[src/rtl/updown_counter_if.sv]
// rtl/updown_counter_if.sv - control/status bundle for the modulo up/down counter
interface updown_counter_if #(
  parameter int WIDTH = 4
);
  logic             enable;
  logic             up;
  logic             load;
  logic [WIDTH-1:0] load_value;
  logic [WIDTH-1:0] count;
  logic             terminal;
  logic             carry;

  // master drives the requests and observes the counter state
  modport master (
    output enable,
    output up,
    output load,
    output load_value,
    input  count,
    input  terminal,
    input  carry
  );

  // slave is the counter itself
  modport slave (
    input  enable,
    input  up,
    input  load,
    input  load_value,
    output count,
    output terminal,
    output carry
  );
endinterface

[src/rtl/updown_counter.sv]
// rtl/updown_counter.sv - modulo-MODULUS up/down counter, wraps at bounds (saturates when UPDOWN_COUNTER_SAT_EN is defined)
module updown_counter #(
  parameter int WIDTH   = 4,
  parameter int MODULUS = 10
) (
  input  logic             clock,
  input  logic             reset,
  updown_counter_if.slave  bus
);

  localparam logic [WIDTH-1:0] MAX_COUNT = WIDTH'(MODULUS - 1);
  localparam logic [WIDTH-1:0] ONE       = WIDTH'(1);
  localparam logic [WIDTH-1:0] ZERO      = '0;

  logic [WIDTH-1:0] count_q;
  logic             carry_q;
  logic             at_top;
  logic             at_bottom;
  logic             at_bound;
  logic [WIDTH-1:0] load_clamped;
  logic [WIDTH-1:0] step_next;

  assign at_top    = (count_q == MAX_COUNT);
  assign at_bottom = (count_q == ZERO);

  // bound flag for the current direction; enable deliberately not included
  assign at_bound  = bus.up ? at_top : at_bottom;

  // out-of-range load values collapse to the top state so count stays legal
  always_comb begin
    load_clamped = bus.load_value;
    if (32'(bus.load_value) >= 32'(MODULUS)) begin
      load_clamped = MAX_COUNT;
    end
  end

  // value the count takes if an enabled step happens this edge
  always_comb begin
    step_next = count_q;
    if (bus.up) begin
      if (at_top) begin
`ifdef UPDOWN_COUNTER_SAT_EN
        step_next = MAX_COUNT;
`else
        step_next = ZERO;
`endif
      end else begin
        step_next = count_q + ONE;
      end
    end else begin
      if (at_bottom) begin
`ifdef UPDOWN_COUNTER_SAT_EN
        step_next = ZERO;
`else
        step_next = MAX_COUNT;
`endif
      end else begin
        step_next = count_q - ONE;
      end
    end
  end

  // count/carry registers: reset beats load beats enable, otherwise hold
  always_ff @(posedge clock) begin
    if (reset) begin
      count_q <= ZERO;
      carry_q <= 1'b0;
    end else if (bus.load) begin
      count_q <= load_clamped;
      carry_q <= 1'b0;
    end else if (bus.enable) begin
      count_q <= step_next;
      carry_q <= at_bound;
    end else begin
      carry_q <= 1'b0;
    end
  end

  assign bus.count    = count_q;
  assign bus.carry    = carry_q;
  assign bus.terminal = at_bound;

endmodule

[src/flat_wrapper.sv]
// flat-port wrapper written by rule: the top's interface ports become plain ports
module updown_counter_flat 
#(
  parameter int WIDTH   = 4,
  parameter int MODULUS = 10
)
  (clock, reset, bus_enable, bus_up, bus_load, bus_load_value, bus_count, bus_terminal, bus_carry);
  updown_counter_if #(.WIDTH(WIDTH)) bus_i ();
  input  logic clock;
  input  logic reset;
  input wire logic [$bits(bus_i.enable)-1:0] bus_enable;
  input wire logic [$bits(bus_i.up)-1:0] bus_up;
  input wire logic [$bits(bus_i.load)-1:0] bus_load;
  input wire logic [$bits(bus_i.load_value)-1:0] bus_load_value;
  output wire logic [$bits(bus_i.count)-1:0] bus_count;
  output wire logic [$bits(bus_i.terminal)-1:0] bus_terminal;
  output wire logic [$bits(bus_i.carry)-1:0] bus_carry;
  assign bus_i.enable = bus_enable;
  assign bus_i.up = bus_up;
  assign bus_i.load = bus_load;
  assign bus_i.load_value = bus_load_value;
  assign bus_count = bus_i.count;
  assign bus_terminal = bus_i.terminal;
  assign bus_carry = bus_i.carry;
  updown_counter #(.WIDTH(WIDTH), .MODULUS(MODULUS)) u_core (.clock(clock), .reset(reset), .bus(bus_i));
endmodule
[config.mk]
export PLATFORM = sky130hd
export DESIGN_NAME = updown_counter_flat
export DESIGN_NICKNAME = d
export VERILOG_FILES = /design/src/rtl/updown_counter_if.sv /design/src/rtl/updown_counter.sv /design/src/flat_wrapper.sv
export SDC_FILE = /design/constraint.sdc
export NUM_CORES = 1
export LEC_CHECK = 0
export ABC_AREA = 0
export CORE_UTILIZATION = 25
export CTS_BUF_LIST = sky130_fd_sc_hd__clkbuf_4 sky130_fd_sc_hd__clkbuf_8
export DETAILED_ROUTE_END_ITERATION = 16
export DONT_BUFFER_PORTS = 1
export PLACE_DENSITY_LB_ADDON = 0.12
export SETUP_SLACK_MARGIN = 0.1
export SYNTH_ARGS = -nofsm -noshare
export SYNTH_HDL_FRONTEND = slang
export SYNTH_SLANG_ARGS = --single-unit
[constraint.sdc]
create_clock -name clock -period 3.8 [get_ports clock]
set_clock_uncertainty 0.15 [all_clocks]
set_input_delay 0.76 -clock clock [delete_from_list [all_inputs] [get_ports clock]]
set_output_delay 0.76 -clock clock [all_outputs]
set_load 0.05 [all_outputs]
==> out/summary.txt, run 1 <==
Status -> finished with violations
Failing checks -> design-rule violations
Hpwl dp -> 717 um
Syn nets -> 64
Iteration count of the initial detailed-routing pass -> 10
Starting density of the core -> 27.7%
Port bufs -> 0
Mapped Cells -> 55
Data required, critical path -> 2.89 ns
Cts repair resizes -> 0
Post-CTS Setup Bufs -> 0
TritonCTS clock tree -> done
HP Class -> input pin to flip-flop
Post-synth EDFFs -> 0
Total grt overflow -> 0
# diodes -> 0
Gr usage total -> 10.3%
Final max-slew violation count -> 0
Kind of critical path -> flip-flop to output pin
Reg clk slew, reported paths -> 0.04 ns
Distinct cells, synth -> 30
Vias/cell -> 5.41
CP Data Arrival Time -> 1.78 ns
Num rows -> 14
Synth top area share -> 23.2%
Die area -> 1900 um^2
First-pass GRT wire length -> 1.38 mm
Largest net degree at the start of global routing -> 13
Top cell family by delay on the critical path -> flip-flops
WL/cell -> 13.4 um
CP peak stage delay -> 0.55 ns
Startpoint Class -> flip-flop
Number of global-route vias before repair -> 294
Leading area contributor after synthesis -> dfxtp_1
Yosys reg bits -> 5
Most frequent cells after synthesis -> 5 x a21oi_1, 5 x dfxtp_1, 5 x nor2_1, 5 x o21ai_0
Fin crit period -> 2.69 ns
Io pins -> 15
CTS Buffer Depth -> 2
Chip width -> 43.6 um
Root Buffer -> clkbuf_4
Die height -> 43.6 um
FFs w/ async S/R, synth -> 0%
Post-synthesis sequential area ratio -> 23.2%
Max VDD drop -> 0.000144 V
Slew @ Worst Pin -> 0.776 ns
Core ar. -> 1560 um^2
YS warnings -> 0
Setup TNS -> 0 ns
CP max stage cell -> dfxtp_1
H-tree depth -> 1
Drt total wl -> 951 um
Final setup margin -> 1.11 ns
Buf/Inv on CP -> 0
Avg Cell Area, Syn -> 7.85 um^2
Fmax -> 371 MHz
Clock sink count -> 5
GPL Wtd Cong -> 0.688
Count of routing violations after the opening detailed-route iteration -> 11
Cts bufs inserted -> 3
# DRC -> 2
Synthesis-to-finish area growth -> 2.03%
Critical-path cell list -> or3_4 > a21boi_2
Final Net Count -> 65
Power density of the placed cells -> 403 nW/um^2
Dominant synthesized flop cell -> dfxtp_1
Hold bufs inserted after CTS -> 0
Crit path max fanout -> 10
Synth area leaders -> dfxtp_1 23%, buf_6 7.8%, a21oi_1 5.8%
Vias -> 384
RSZ-0062 raised after global routing -> no
Tcrit/Tclk final -> 70.9%
Netlist Area Pre-Place -> 432 um^2
Final Hold Viols -> 0
Clk_lat worst skew -> 0.24 ns
Static Leak -> 0.000151 uW
Max Cap Viol -> 0
Final Setup Violations -> 0
Layout cells sized above 1 -> 20.0%
Routed Antenna Nets -> 0
Initial antenna violation count -> 0
Setup WS pre-CTS -> 1.30 ns
Setup crit end kind -> output pin
Relative slew slack -> 48.2%
-- kinds of logic (layout without fill, tap and decap cells) --
| group | count (synthesis) | after routing | synth area share, % |
|---|---|---|---|
| buffers and inverters | 9 | 9 | 14.8 |
| xor gates and xnor gates | 2 | 2 | 4.06 |
| DFF | 5 | 5 | 23.2 |
| and+or+nand+nor | 19 | 19 | 26.4 |
| AOI/OAI and AO/OA | 20 | 20 | 31.6 |
-- power by group --
part / leakage, uW / internal (uW) / switching (uW)
clock network: 0.0000184 / 46.8 / 21.1
logic: 0.0000918 / 15.4 / 17.8
registers: 0.0000413 / 56.3 / 20.2
total: 0.000151 / 119 / 59.1
-- worst reg2reg max path, delay by kind of cell, from the launching register on --
family / cells / cell delay, ns
compound gates: 1 / 0.52
flops: 1 / 0.55
simple gates: 2 / 0.76
-- cell usage in the layout (no fill, tap or decap), drive strengths merged --
master,n
a21oi,5
o31ai,1
or3,1
nor2,5
and2,1
inv,4
nor4,1
nand2,3
or2b,1
dfxtp,5
a211oi,2
nand4b,1
nor3b,1
nand2b,1
xnor2,1
nand3,2
xor2,1
nor2b,1
a21boi,1
a221oi,1
o211ai,1
nand3b,1
clkbuf,4
buf,1
a311oi,2
o221ai,1
o21ai,6
-- state kept, by name, summed over array words and instances, names as in the netlist --
signal,cells
u_core.bus.count,4
u_core.bus.carry,1
-- layer usage --
layer	vias up	share of wire, %	GRT usage, %	routed length [um]
met4	0	0	3.75	0
met3	0	5.7	7.50	54
met5	-	0	0	0
li1	197	-	-	-
met2	11	44	12.5	422
met1	176	50	13.6	475
-- final timing paths --
check	startpoint	endpoint	slack, ns	depth (start not counted)
worst min register to register	u_core.bus.count[1]	u_core.bus.count[2]	0.71	2
worst max register to register	u_core.bus.count[3]	u_core.bus.carry	1.75	3
worst min-delay path	reset	u_core.bus.carry	0.44	1
worst max-delay path	u_core.bus.count[3]	bus_terminal	1.11	2
-- area by class of cell --
| type | instances | area [um^2] |
|---|---|---|
| inverters | 4 | 15.0 |
| repair buffers | 1 | 7.51 |
| fillers | 174 | 1120 |
| multi-input cells | 41 | 268 |
| clock buffers | 4 | 30.0 |
| well taps | 16 | 20.0 |
| flip-flops and latches | 5 | 100 |
-- per-stage QoR --
stage          cells  hold slack [ns]  cell area (um^2)  power, uW  util, %
5_1_grt           71            0.429               440        191     28.3
3_5_place_dp      67            0.692               410        111     26.3
6_report          71            0.439               440        178     28.3
4_1_cts           71            0.432               440        181     28.3
3_3_place_gp      67            0.692               410        112     26.3
2_1_floorplan     55            0.663               432        112        -
(Power assumes the default switching activity.)
==> run 2: changes to the inputs <==
clock period = 2.2 ns   (was 3.8 ns; I/O delays follow)
==> run 2 against run 1 <==
Net effect: the flow now finishes without violations; register-to-register slack got worse by 1.1 ns; global-route usage grew 2.6 points; hold slack got worse by 0.33 ns; largest cell class unchanged; largest power group is now the clock network; clock-buffer cell count unchanged; power increased by 82%; clock power increased by 77%; critical endpoint unchanged; highest routed layer unchanged; routed wire length rose by 4.8%.
==> out/summary.txt, run 2 (same netlist as run 1, synthesis figures left out) <==
CP peak stage delay -> 0.39 ns (was 0.55 ns)
Power density of the placed cells -> 668 nW/um^2 (was 403 nW/um^2)
Top cell family by delay on the critical path -> simple AND/OR/NAND/NOR gates (was flip-flops)
Cts bufs inserted -> 3 (unchanged)
Startpoint Class -> flip-flop (unchanged)
Post-CTS Setup Bufs -> 0 (unchanged)
Setup TNS -> 0 ns (unchanged)
Io pins -> 15 (unchanged)
First-pass GRT wire length -> 1.75 mm (was 1.38 mm)
Most frequent cells in the layout -> 6 x buf_4, 5 x nor2_1, 5 x a21oi_1, 5 x o21ai_0, 5 x dfxtp_1 (was 5 x nor2_1, 5 x a21oi_1, 5 x o21ai_0, 5 x dfxtp_1, 4 x clkbuf_4)
Hold slack -> 0.114 ns (was 0.439 ns)
Part of the power in registers -> 32.3% (was 43.1%)
Kind of critical path -> flip-flop to output pin (unchanged)
HP Class -> input pin to flip-flop (unchanged)
NetSw -> 109 uW (was 59.1 uW)
GPL Wtd Cong -> 0.690 (was 0.688)
Number of global-route vias before repair -> 410 (was 294)
Crit path max fanout -> 2 (was 10)
Clock sink count -> 5 (unchanged)
Largest register FFs -> 4 (unchanged)
Root Buffer -> clkbuf_4 (unchanged)
Drt total wl -> 997 um (was 951 um)
Combinational Power Share -> 30.7% (was 18.7%)
R2R Setup Slk -> 0.67 ns (was 1.75 ns)
Critical-path cell list -> or3_4 > a21boi_4 (was or3_4 > a21boi_2)
Vias/cell -> 5.30 (was 5.41)
Die height -> 43.6 um (unchanged)
Fmax -> 524 MHz
Routed Antenna Nets -> 0 (unchanged)
Hold bufs inserted after CTS -> 0 (unchanged)
Met2 Use GR -> 18.8% (was 12.5%)
Static Leak -> 0.000183 uW (was 0.000151 uW)
Fin crit period -> 1.91 ns
# diodes -> 0 (unchanged)
Met1 Track Usage GR -> 16.4% (was 13.6%)
Sw Ratio -> 33.5% (was 33.3%)
Design internal power -> 216 uW (was 119 uW)
Cell count along the critical path -> 2 (unchanged)
Hold Path Depth -> 1 (unchanged)
Most common cell after layout, fill and taps aside -> buf_4
Reg clk slew, reported paths -> 0.04 ns (about the same)
Largest net degree at the start of global routing -> 14 (was 13)
TritonCTS clock tree -> done (unchanged)
Data required, critical path -> 1.61 ns (was 2.89 ns)
Iteration count of the initial detailed-routing pass -> 4 (was 10)
Slew @ Worst Pin -> 0.470 ns (was 0.776 ns)
Relative slew slack -> 68.6% (was 48.2%)
Final max-slew violation count -> 0 (unchanged)
Met3 usage -> 6.67% (was 7.50%)
Die area -> 1900 um^2 (unchanged)
Buf/Inv on CP -> 0 (unchanged)
# DRC -> 0 (was 2)
R2R cell count -> 3 (unchanged)
Core ar. -> 1560 um^2 (unchanged)
Total grt overflow -> 0 (unchanged)
Initial antenna violation count -> 0 (unchanged)
Hpwl dp -> 747 um (was 717 um)
Status -> complete, no violations (was finished with violations)
Port bufs -> 0 (unchanged)
CTS Buffer Depth -> 2 (unchanged)
Num rows -> 14 (unchanged)
Final Setup Violations -> 0 (unchanged)
Gr usage total -> 12.9% (was 10.3%)
Tcrit/Tclk final -> 86.8%
Setup crit end kind -> output pin (unchanged)
Max Cap Viol -> 0 (unchanged)
Post-DP Area -> 455 um^2 (was 410 um^2)
WL/cell -> 13.1 um (was 13.4 um)
Vias -> 403 (was 384)
Power share of the clock group -> 37.1% (was 38.2%)
Final Hold Viols -> 0 (unchanged)
Count of routing violations after the opening detailed-route iteration -> 5 (was 11)
Layout cells sized above 1 -> 26.7% (was 20.0%)
Fill cells -> 175 (was 174)
GR peak layer -> met2 (was met1)
CP Data Arrival Time -> 1.32 ns (was 1.78 ns)
H-tree depth -> 1 (unchanged)
Synthesis-to-finish area growth -> 12.5% (was 2.03%)
Starting density of the core -> 27.7% (unchanged)
Clk_lat worst skew -> 0.24 ns (about the same)
Cts repair resizes -> 0 (unchanged)
Max VDD drop -> 0.000265 V (was 0.000144 V)
CP max stage cell -> or3_4 (was dfxtp_1)
Chip width -> 43.6 um (unchanged)
Design Area, Final -> 485 um^2 (was 440 um^2)
Final Net Count -> 70 (was 65)
RSZ-0062 raised after global routing -> no (unchanged)
run 2: changes by cell type in the layout (fill, tap and decap cells not counted):
cell      delta
buf_4        +5
a21boi_2     -1
a21boi_4     +1
run 2: metrics by stage:
stage	utilization, %	instances	power, uW	setup WS (ns)
detailed placement	29.2	72	206	0.461
finish	31.1	76	324	0.291
floorplan	-	55	197	0.202
global placement	29.2	72	207	0.466
global route	31.1	76	350	0.237
CTS	31.1	76	330	0.274
run 2: final cells by class:
class / count / area (um^2) / share of cell area (%)
tap: 16 / 20.0 / 4.12
clock buffer: 4 / 30.0 / 6.19
timing repair buffer: 6 / 45.0 / 9.28
multi-input combinational: 41 / 275 / 56.7
inverter: 4 / 15.0 / 3.09
sequential: 5 / 100 / 20.6
run 2: final timing paths:
kind	from	end
setup reg to reg	u_core.bus.count[0]	u_core.bus.carry
hold / removal	reset	u_core.bus.count[2]
setup / recovery	u_core.bus.count[0]	bus_terminal
hold reg to reg	u_core.bus.count[1]	u_core.bus.count[2]
run 2: power groups by stage:
| stage | clock [uW] | combinational [uW] | sequential [uW] |
|---|---|---|---|
| final | 120 | 99.4 | 105 |
| after floorplan | 0 | 69.2 | 128 |
| after detailed placement | 0 | 99.5 | 106 |
| after global placement | 0 | 101 | 106 |
| after global routing | 135 | 109 | 106 |
| after CTS | 125 | 100 | 105 |
run 2: layer usage:
layer	wire length, um	up-vias	part of all wire [%]
met4	0	0	0
met5	0	-	0
li1	-	207	-
met3	72	0	7.2
met1	481	179	48
met2	443	17	44
